**config.mk**
```make
export PLATFORM = sky130hd
export DESIGN_NAME = uart_core_sc
export DESIGN_NICKNAME = d
export VERILOG_FILES = /design/src/rtl/uart_core_sc.sv
export SDC_FILE = /design/constraint.sdc
export NUM_CORES = 1
export LEC_CHECK = 0
export CAP_MARGIN = 30
export CORE_UTILIZATION = 53
export CTS_CLUSTER_DIAMETER = 100
export DETAILED_ROUTE_END_ITERATION = 7
export PLACE_DENSITY = 0.71
export SETUP_SLACK_MARGIN = 0.2
export SYNTH_ARGS = -nofsm -noshare
export SYNTH_HDL_FRONTEND = slang
export SYNTH_SLANG_ARGS = --single-unit
export TNS_END_PERCENT = 5
```
**constraint.sdc**
```tcl
create_clock -name i_clk -period 3.9 [get_ports i_clk]
set_clock_uncertainty 0.1 [all_clocks]
set_input_delay 0.39 -clock i_clk [delete_from_list [all_inputs] [get_ports i_clk]]
set_output_delay 0.39 -clock i_clk [all_outputs]
set_load 0.01 [all_outputs]
```
**src/rtl/uart_core_sc.sv**
```systemverilog
// Single-clock UART transceiver: independent TX and RX state machines timed by
// bit-period counters on the system clock, with a 2-flop RX synchronizer,
// start-bit glitch rejection and per-frame parity/framing error flags.
// Optional build macro UART_CORE_LOOPBACK_EN adds i_loopback, which routes the
// internal TX line into the RX path and holds the pin high.
module uart_core_sc #(
   parameter int unsigned P_SYSTEM_CLK      = 50_000_000,
   parameter int unsigned P_UART_BUADRATE   = 9600,
   parameter int unsigned P_UART_DATA_WIDTH = 8,
   parameter int unsigned P_UART_STOP_WIDTH = 1,
   parameter int unsigned P_UART_CHECK      = 0
) (
   input  logic                         i_clk,
   input  logic                         i_rst,
`ifdef UART_CORE_LOOPBACK_EN
   input  logic                         i_loopback,
`endif
   input  logic                         i_uart_rx,
   output logic                         o_uart_tx,
   input  logic [P_UART_DATA_WIDTH-1:0] i_user_tx_data,
   input  logic                         i_user_tx_valid,
   output logic                         o_user_tx_ready,
   output logic [P_UART_DATA_WIDTH-1:0] o_user_rx_data,
   output logic                         o_user_rx_valid,
   output logic                         o_rx_parity_err,
   output logic                         o_rx_frame_err
);

   localparam int unsigned DW         = P_UART_DATA_WIDTH;
   localparam int unsigned P_BIT_CYC  = P_SYSTEM_CLK / P_UART_BUADRATE;
   localparam int unsigned P_HALF_CYC = P_BIT_CYC / 2;
   // Wide enough for the longest state (two stop bits on TX).
   localparam int unsigned LP_CNT_W   = $clog2(2 * P_BIT_CYC);

   localparam logic [LP_CNT_W-1:0] LP_BIT_LAST  = LP_CNT_W'(P_BIT_CYC - 1);
   localparam logic [LP_CNT_W-1:0] LP_HALF_LAST = LP_CNT_W'(P_HALF_CYC - 1);
   localparam logic [LP_CNT_W-1:0] LP_STOP_LAST = LP_CNT_W'(P_UART_STOP_WIDTH * P_BIT_CYC - 1);
   localparam logic [3:0]          LP_DATA_LAST = 4'(DW - 1);

   if (P_BIT_CYC < 4) begin : g_bit_cyc_check
      $error("uart_core_sc: P_SYSTEM_CLK / P_UART_BUADRATE must be at least 4");
   end

   typedef enum logic [2:0] {TxIdle, TxStart, TxData, TxParity, TxStop} tx_state_e;
   typedef enum logic [2:0] {RxIdle, RxStart, RxData, RxParity, RxStop} rx_state_e;

   tx_state_e               tx_state_q, tx_state_d;
   logic [LP_CNT_W-1:0]     tx_cnt_q, tx_cnt_d;
   logic [3:0]              tx_bit_q, tx_bit_d;
   logic [DW-1:0]           tx_shift_q, tx_shift_d;
   logic                    tx_par_q, tx_par_d;
   logic                    tx_line_q, tx_line_d;
   logic                    tx_ready_q, tx_ready_d;

   rx_state_e               rx_state_q, rx_state_d;
   logic [LP_CNT_W-1:0]     rx_cnt_q, rx_cnt_d;
   logic [3:0]              rx_bit_q, rx_bit_d;
   logic [DW-1:0]           rx_shift_q, rx_shift_d;
   logic                    rx_par_bad_q, rx_par_bad_d;
   logic [DW-1:0]           rx_data_q, rx_data_d;
   logic                    rx_valid_q, rx_valid_d;
   logic                    rx_perr_q, rx_perr_d;
   logic                    rx_ferr_q, rx_ferr_d;
   logic                    rx_meta_q, rx_sync_q, rx_prev_q;
   logic                    rx_src;

`ifdef UART_CORE_LOOPBACK_EN
   assign rx_src    = i_loopback ? tx_line_q : i_uart_rx;
   assign o_uart_tx = i_loopback | tx_line_q;
`else
   assign rx_src    = i_uart_rx;
   assign o_uart_tx = tx_line_q;
`endif

   assign o_user_tx_ready = tx_ready_q;
   assign o_user_rx_data  = rx_data_q;
   assign o_user_rx_valid = rx_valid_q;
   assign o_rx_parity_err = rx_perr_q;
   assign o_rx_frame_err  = rx_ferr_q;

   // TX next-state: line level is registered so it changes on the state edge.
   always_comb begin
      tx_state_d = tx_state_q;
      tx_cnt_d   = tx_cnt_q;
      tx_bit_d   = tx_bit_q;
      tx_shift_d = tx_shift_q;
      tx_par_d   = tx_par_q;
      tx_line_d  = tx_line_q;
      tx_ready_d = tx_ready_q;
      unique case (tx_state_q)
         TxIdle: begin
            tx_line_d = 1'b1;
            if (i_user_tx_valid && tx_ready_q) begin
               tx_shift_d = i_user_tx_data;
               tx_par_d   = (P_UART_CHECK == 1) ? ~^i_user_tx_data : ^i_user_tx_data;
               tx_ready_d = 1'b0;
               tx_line_d  = 1'b0;
               tx_cnt_d   = '0;
               tx_state_d = TxStart;
            end else begin
               tx_ready_d = 1'b1;
            end
         end
         TxStart: begin
            if (tx_cnt_q == LP_BIT_LAST) begin
               tx_cnt_d   = '0;
               tx_bit_d   = '0;
               tx_line_d  = tx_shift_q[0];
               tx_state_d = TxData;
            end else begin
               tx_cnt_d = tx_cnt_q + 1'b1;
            end
         end
         TxData: begin
            if (tx_cnt_q == LP_BIT_LAST) begin
               tx_cnt_d = '0;
               if (tx_bit_q == LP_DATA_LAST) begin
                  if (P_UART_CHECK != 0) begin
                     tx_line_d  = tx_par_q;
                     tx_state_d = TxParity;
                  end else begin
                     tx_line_d  = 1'b1;
                     tx_state_d = TxStop;
                  end
               end else begin
                  tx_bit_d   = tx_bit_q + 1'b1;
                  tx_shift_d = tx_shift_q >> 1;
                  tx_line_d  = tx_shift_q[1];
               end
            end else begin
               tx_cnt_d = tx_cnt_q + 1'b1;
            end
         end
         TxParity: begin
            if (tx_cnt_q == LP_BIT_LAST) begin
               tx_cnt_d   = '0;
               tx_line_d  = 1'b1;
               tx_state_d = TxStop;
            end else begin
               tx_cnt_d = tx_cnt_q + 1'b1;
            end
         end
         TxStop: begin
            if (tx_cnt_q == LP_STOP_LAST) begin
               tx_cnt_d   = '0;
               tx_ready_d = 1'b1;
               tx_state_d = TxIdle;
            end else begin
               tx_cnt_d = tx_cnt_q + 1'b1;
            end
         end
         default: tx_state_d = TxIdle;
      endcase
   end

   // TX state register.
   always_ff @(posedge i_clk) begin
      if (i_rst) begin
         tx_state_q <= TxIdle;
         tx_cnt_q   <= '0;
         tx_bit_q   <= '0;
         tx_shift_q <= '0;
         tx_par_q   <= 1'b0;
         tx_line_q  <= 1'b1;
         tx_ready_q <= 1'b0;
      end else begin
         tx_state_q <= tx_state_d;
         tx_cnt_q   <= tx_cnt_d;
         tx_bit_q   <= tx_bit_d;
         tx_shift_q <= tx_shift_d;
         tx_par_q   <= tx_par_d;
         tx_line_q  <= tx_line_d;
         tx_ready_q <= tx_ready_d;
      end
   end

   // RX synchronizer plus one more flop of history for falling-edge detection.
   always_ff @(posedge i_clk) begin
      if (i_rst) begin
         rx_meta_q <= 1'b1;
         rx_sync_q <= 1'b1;
         rx_prev_q <= 1'b1;
      end else begin
         rx_meta_q <= rx_src;
         rx_sync_q <= rx_meta_q;
         rx_prev_q <= rx_sync_q;
      end
   end

   // RX next-state: half-bit start check, then mid-bit sampling of each bit.
   always_comb begin
      rx_state_d   = rx_state_q;
      rx_cnt_d     = rx_cnt_q;
      rx_bit_d     = rx_bit_q;
      rx_shift_d   = rx_shift_q;
      rx_par_bad_d = rx_par_bad_q;
      rx_data_d    = rx_data_q;
      rx_valid_d   = 1'b0;
      rx_perr_d    = 1'b0;
      rx_ferr_d    = 1'b0;
      unique case (rx_state_q)
         RxIdle: begin
            if (rx_prev_q && !rx_sync_q) begin
               rx_cnt_d   = '0;
               rx_state_d = RxStart;
            end
         end
         RxStart: begin
            if (rx_cnt_q == LP_HALF_LAST) begin
               rx_cnt_d = '0;
               if (rx_sync_q) begin
                  // Line back high before mid start bit: glitch.
                  rx_state_d = RxIdle;
               end else begin
                  rx_bit_d     = '0;
                  rx_par_bad_d = 1'b0;
                  rx_state_d   = RxData;
               end
            end else begin
               rx_cnt_d = rx_cnt_q + 1'b1;
            end
         end
         RxData: begin
            if (rx_cnt_q == LP_BIT_LAST) begin
               rx_cnt_d   = '0;
               rx_shift_d = {rx_sync_q, rx_shift_q[DW-1:1]};
               if (rx_bit_q == LP_DATA_LAST) begin
                  rx_state_d = (P_UART_CHECK != 0) ? RxParity : RxStop;
               end else begin
                  rx_bit_d = rx_bit_q + 1'b1;
               end
            end else begin
               rx_cnt_d = rx_cnt_q + 1'b1;
            end
         end
         RxParity: begin
            if (rx_cnt_q == LP_BIT_LAST) begin
               rx_cnt_d     = '0;
               rx_par_bad_d = rx_sync_q != ((P_UART_CHECK == 1) ? ~^rx_shift_q : ^rx_shift_q);
               rx_state_d   = RxStop;
            end else begin
               rx_cnt_d = rx_cnt_q + 1'b1;
            end
         end
         RxStop: begin
            if (rx_cnt_q == LP_BIT_LAST) begin
               rx_cnt_d   = '0;
               rx_data_d  = rx_shift_q;
               rx_valid_d = 1'b1;
               rx_perr_d  = (P_UART_CHECK != 0) && rx_par_bad_q;
               rx_ferr_d  = !rx_sync_q;
               rx_state_d = RxIdle;
            end else begin
               rx_cnt_d = rx_cnt_q + 1'b1;
            end
         end
         default: rx_state_d = RxIdle;
      endcase
   end

   // RX state register and registered user outputs.
   always_ff @(posedge i_clk) begin
      if (i_rst) begin
         rx_state_q   <= RxIdle;
         rx_cnt_q     <= '0;
         rx_bit_q     <= '0;
         rx_shift_q   <= '0;
         rx_par_bad_q <= 1'b0;
         rx_data_q    <= '0;
         rx_valid_q   <= 1'b0;
         rx_perr_q    <= 1'b0;
         rx_ferr_q    <= 1'b0;
      end else begin
         rx_state_q   <= rx_state_d;
         rx_cnt_q     <= rx_cnt_d;
         rx_bit_q     <= rx_bit_d;
         rx_shift_q   <= rx_shift_d;
         rx_par_bad_q <= rx_par_bad_d;
         rx_data_q    <= rx_data_d;
         rx_valid_q   <= rx_valid_d;
         rx_perr_q    <= rx_perr_d;
         rx_ferr_q    <= rx_ferr_d;
      end
   end

endmodule

```
==> flow_metrics.tcl <==
set metrics [dict create \
    fillers 543 \
    chipWidth_um 83.0 \
    drv_slew 0 \
    routedWlPerCell_um 13.3 \
    root_buffer "clkbuf_8" \
    synthTopCellsByArea "dfxtp_1 (42%), mux2i_1 (4.9%), a21oi_1 (4.3%)" \
    wirelength_um 6480 \
    crit_arrival_ns 2.70 \
    grt_start_max_net_pins 48 \
    synth_cells 389 \
    crit_type "flop to flop" \
    io_buffers 23 \
    setup_slack_ns 1.30 \
    crit_path_end_kind "flop" \
    yosysWarnings 0 \
    path_buf_inv 0 \
    postSynthAreaPerCell_sq_um 8.93 \
    slowest_stage "and4b_1" \
    cts_setup_buffers 0 \
    irDropWorstVdd_uv 263 \
    syn_area_sq_um 3470 \
    maxSlewHeadroom 0.428 \
    period_minus_slack_ns 2.60 \
    cts_num_sinks 73 \
    critical_path.top_delay_family "simple AND/OR/NAND/NOR gates" \
    io_pins 25 \
    area_delta_synth_final_pct 12.0 \
    nets 421 \
    syn_nets 405 \
    worstHoldPathType "flop to flop" \
    rows 29 \
    grt_pass1_wl_um 11700 \
    grt_pass1_vias 2610 \
    leakagePower_nw 1.43 \
    dr_total_vias 2814 \
    yosysTopAreaCell "dfxtp_1" \
    yosysSeqAreaShare 0.421 \
    dpl_worst_slack_ns 1.28 \
    vias_per_cell 5.79 \
    ys_ff_latch 73 \
    synth_top_area_share 0.421 \
    synth_flop_cell "dfxtp_1" \
    synth_common_cells "dfxtp_1 (73), nand2_1 (38), nor2_1 (37), a21oi_1 (30), nand3_1 (23)" \
    core_area_sq_um 6350 \
    drtIter0Drc 114 \
    cp_cell_sequence "ha_1 > nand2_1 > and4b_1 > nand3_1 > mux2i_1 > nor2_1" \
    cts_resized 0 \
    synth_cell_types 64 \
    drtAntennaViolNets 0 \
    clk_pin_slew_ns 0.08 \
    max_stage_delay_ns 0.67 \
    final_util 0.613 \
    synth_edf_count 0 \
    ys_async_sr_fraction 0 \
    numCtsBuffers 9 \
    hold_buffers 0 \
    drive_gt1_frac 0.103 \
    fmax_mhz 384 \
    dieHeight_um 83.0 \
    cts_tree "done" \
    antenna_found_initial 0 \
    dr.pass1.iters 5 \
    die-area_sq_um 6880 \
    holdWs_ns 0.357 \
    power.density_nw_per_um2 384 \
    grtUsageTotal 0.206 \
    status "complete, no violations" \
    yosysMostFrequentCell "dfxtp_1" \
    worstMarginPinSlew_ns 0.857 \
    grt_overflow 0 \
    finalSetupViolCount 0 \
    hold_viol 0 \
    fin_tns_setup_ns 0 \
    rsz0062_at_grt "false" \
    initial_core_util 0.547 \
    critPathLaunchType "flop" \
    place_congestion 0.829 \
    h-tree-depth 3 \
    maxCapViolCount 0 \
    diodes 0 \
    post-route-period-util 0.667 \
    cts_max_path_buffers 2 \
    cp_max_fo 17 \
    route.detailed.drc 0 \
    worstPathRequired_ns 4.00 \
    clock_latency_ns 0.34 \
    hpwlAfterDp_um 4370 \
]
logic make-up (layout without fill, tap and decap cells):
family                   count (synthesis)  in the layout  share of synthesized area
AND/OR/NAND/NOR                        165            165                      0.259
AO/OA/AOI/OAI                           86             86                      0.167
flip-flops                              73             73                      0.421
buffers and inverters                   26             46                     0.0443
multiplexers                            19             19                     0.0555
XOR/XNOR                                15             15                     0.0378
adder cells (fa/ha/maj)                  4              4                     0.0144
other                                    1              1                    0.00108
final timing paths:
check | startpoint | endpoint | slack [ns] | depth (start not counted)
setup / recovery | rx_cnt_q[0]$_SDFFE_PP0P_ | o_user_rx_data[1]$_SDFFE_PP0P_ | 1.30 | 6
hold / removal | rx_meta_q$_SDFF_PP1_ | rx_sync_q$_SDFF_PP1_ | 0.36 | 1
setup reg to reg | rx_cnt_q[0]$_SDFFE_PP0P_ | o_user_rx_data[1]$_SDFFE_PP0P_ | 1.30 | 6
hold reg to reg | rx_meta_q$_SDFF_PP1_ | rx_sync_q$_SDFF_PP1_ | 0.36 | 1
worst register-to-register path, cell delays in order, from the launching register on:
cell and delay (ns):
dfxtp_1 0.37, ha_1 0.26, nand2_1 0.07, and4b_1 0.67, nand3_1 0.61, mux2i_1 0.32, nor2_1 0.06
metrics by stage:
step                area [sq um]  instances  total power, mW
finish                      3890        486             1.49
global route                3890        486             1.56
CTS                         3890        486             1.51
detailed placement          3680        471            0.885
global placement            3680        471            0.882
floorplan                   3470        389            0.858
power by group:
part | switching [mW] | leakage [nW] | internal (mW)
clock network | 0.272 | 0.109 | 0.354
registers | 0.0114 | 0.591 | 0.759
logic | 0.0549 | 0.727 | 0.0426
total | 0.339 | 1.43 | 1.16
state kept, by name, summed over array words and instances (netlist names), 3 cells and up:
register,cells
rx_bit_q,4
tx_shift_q,8
tx_cnt_q,14
tx_bit_q,4
rx_shift_q,8
rx_state_q,3
o_user_rx_data,8
rx_cnt_q,14
tx_state_q,3
cells in the final DEF (no fill, tap or decap), types with 5 or more instances in the layout:
cell	synthesis	layout
o21ai_0	12	12
xnor2_1	8	8
nor3_1	10	10
nor2_1	37	37
a21oi_1	30	30
a31oi_1	9	9
nand3b_1	5	5
clkdlybuf4s50_1	0	22
mux2i_1	17	17
nand2_1	38	38
xor2_1	7	7
nand4_1	5	5
nand3_1	23	23
clkbuf_8	3	9
inv_1	5	5
dfxtp_1	73	73
a311oi_1	8	8
routing by layer:
metal  up-vias  GRT usage  share of wire
li1       1445          -              -
met1      1323      0.261           0.48
met4         0      0.108          0.020
met3        11     0.0388          0.023
met2        35      0.333           0.47
met5         -          0              0
final cells by class:
class                   instances  area (sq um)  area share
inverters                       5          18.8     0.00482
flip-flops and latches         73          1460       0.376
multi-input cells             290          1860       0.478
well taps                      77          96.3      0.0248
repair buffers                 26           248      0.0637
clock inverters                 6          83.8      0.0215
clock buffers                   9           124      0.0318
(Power assumes the default switching activity.)
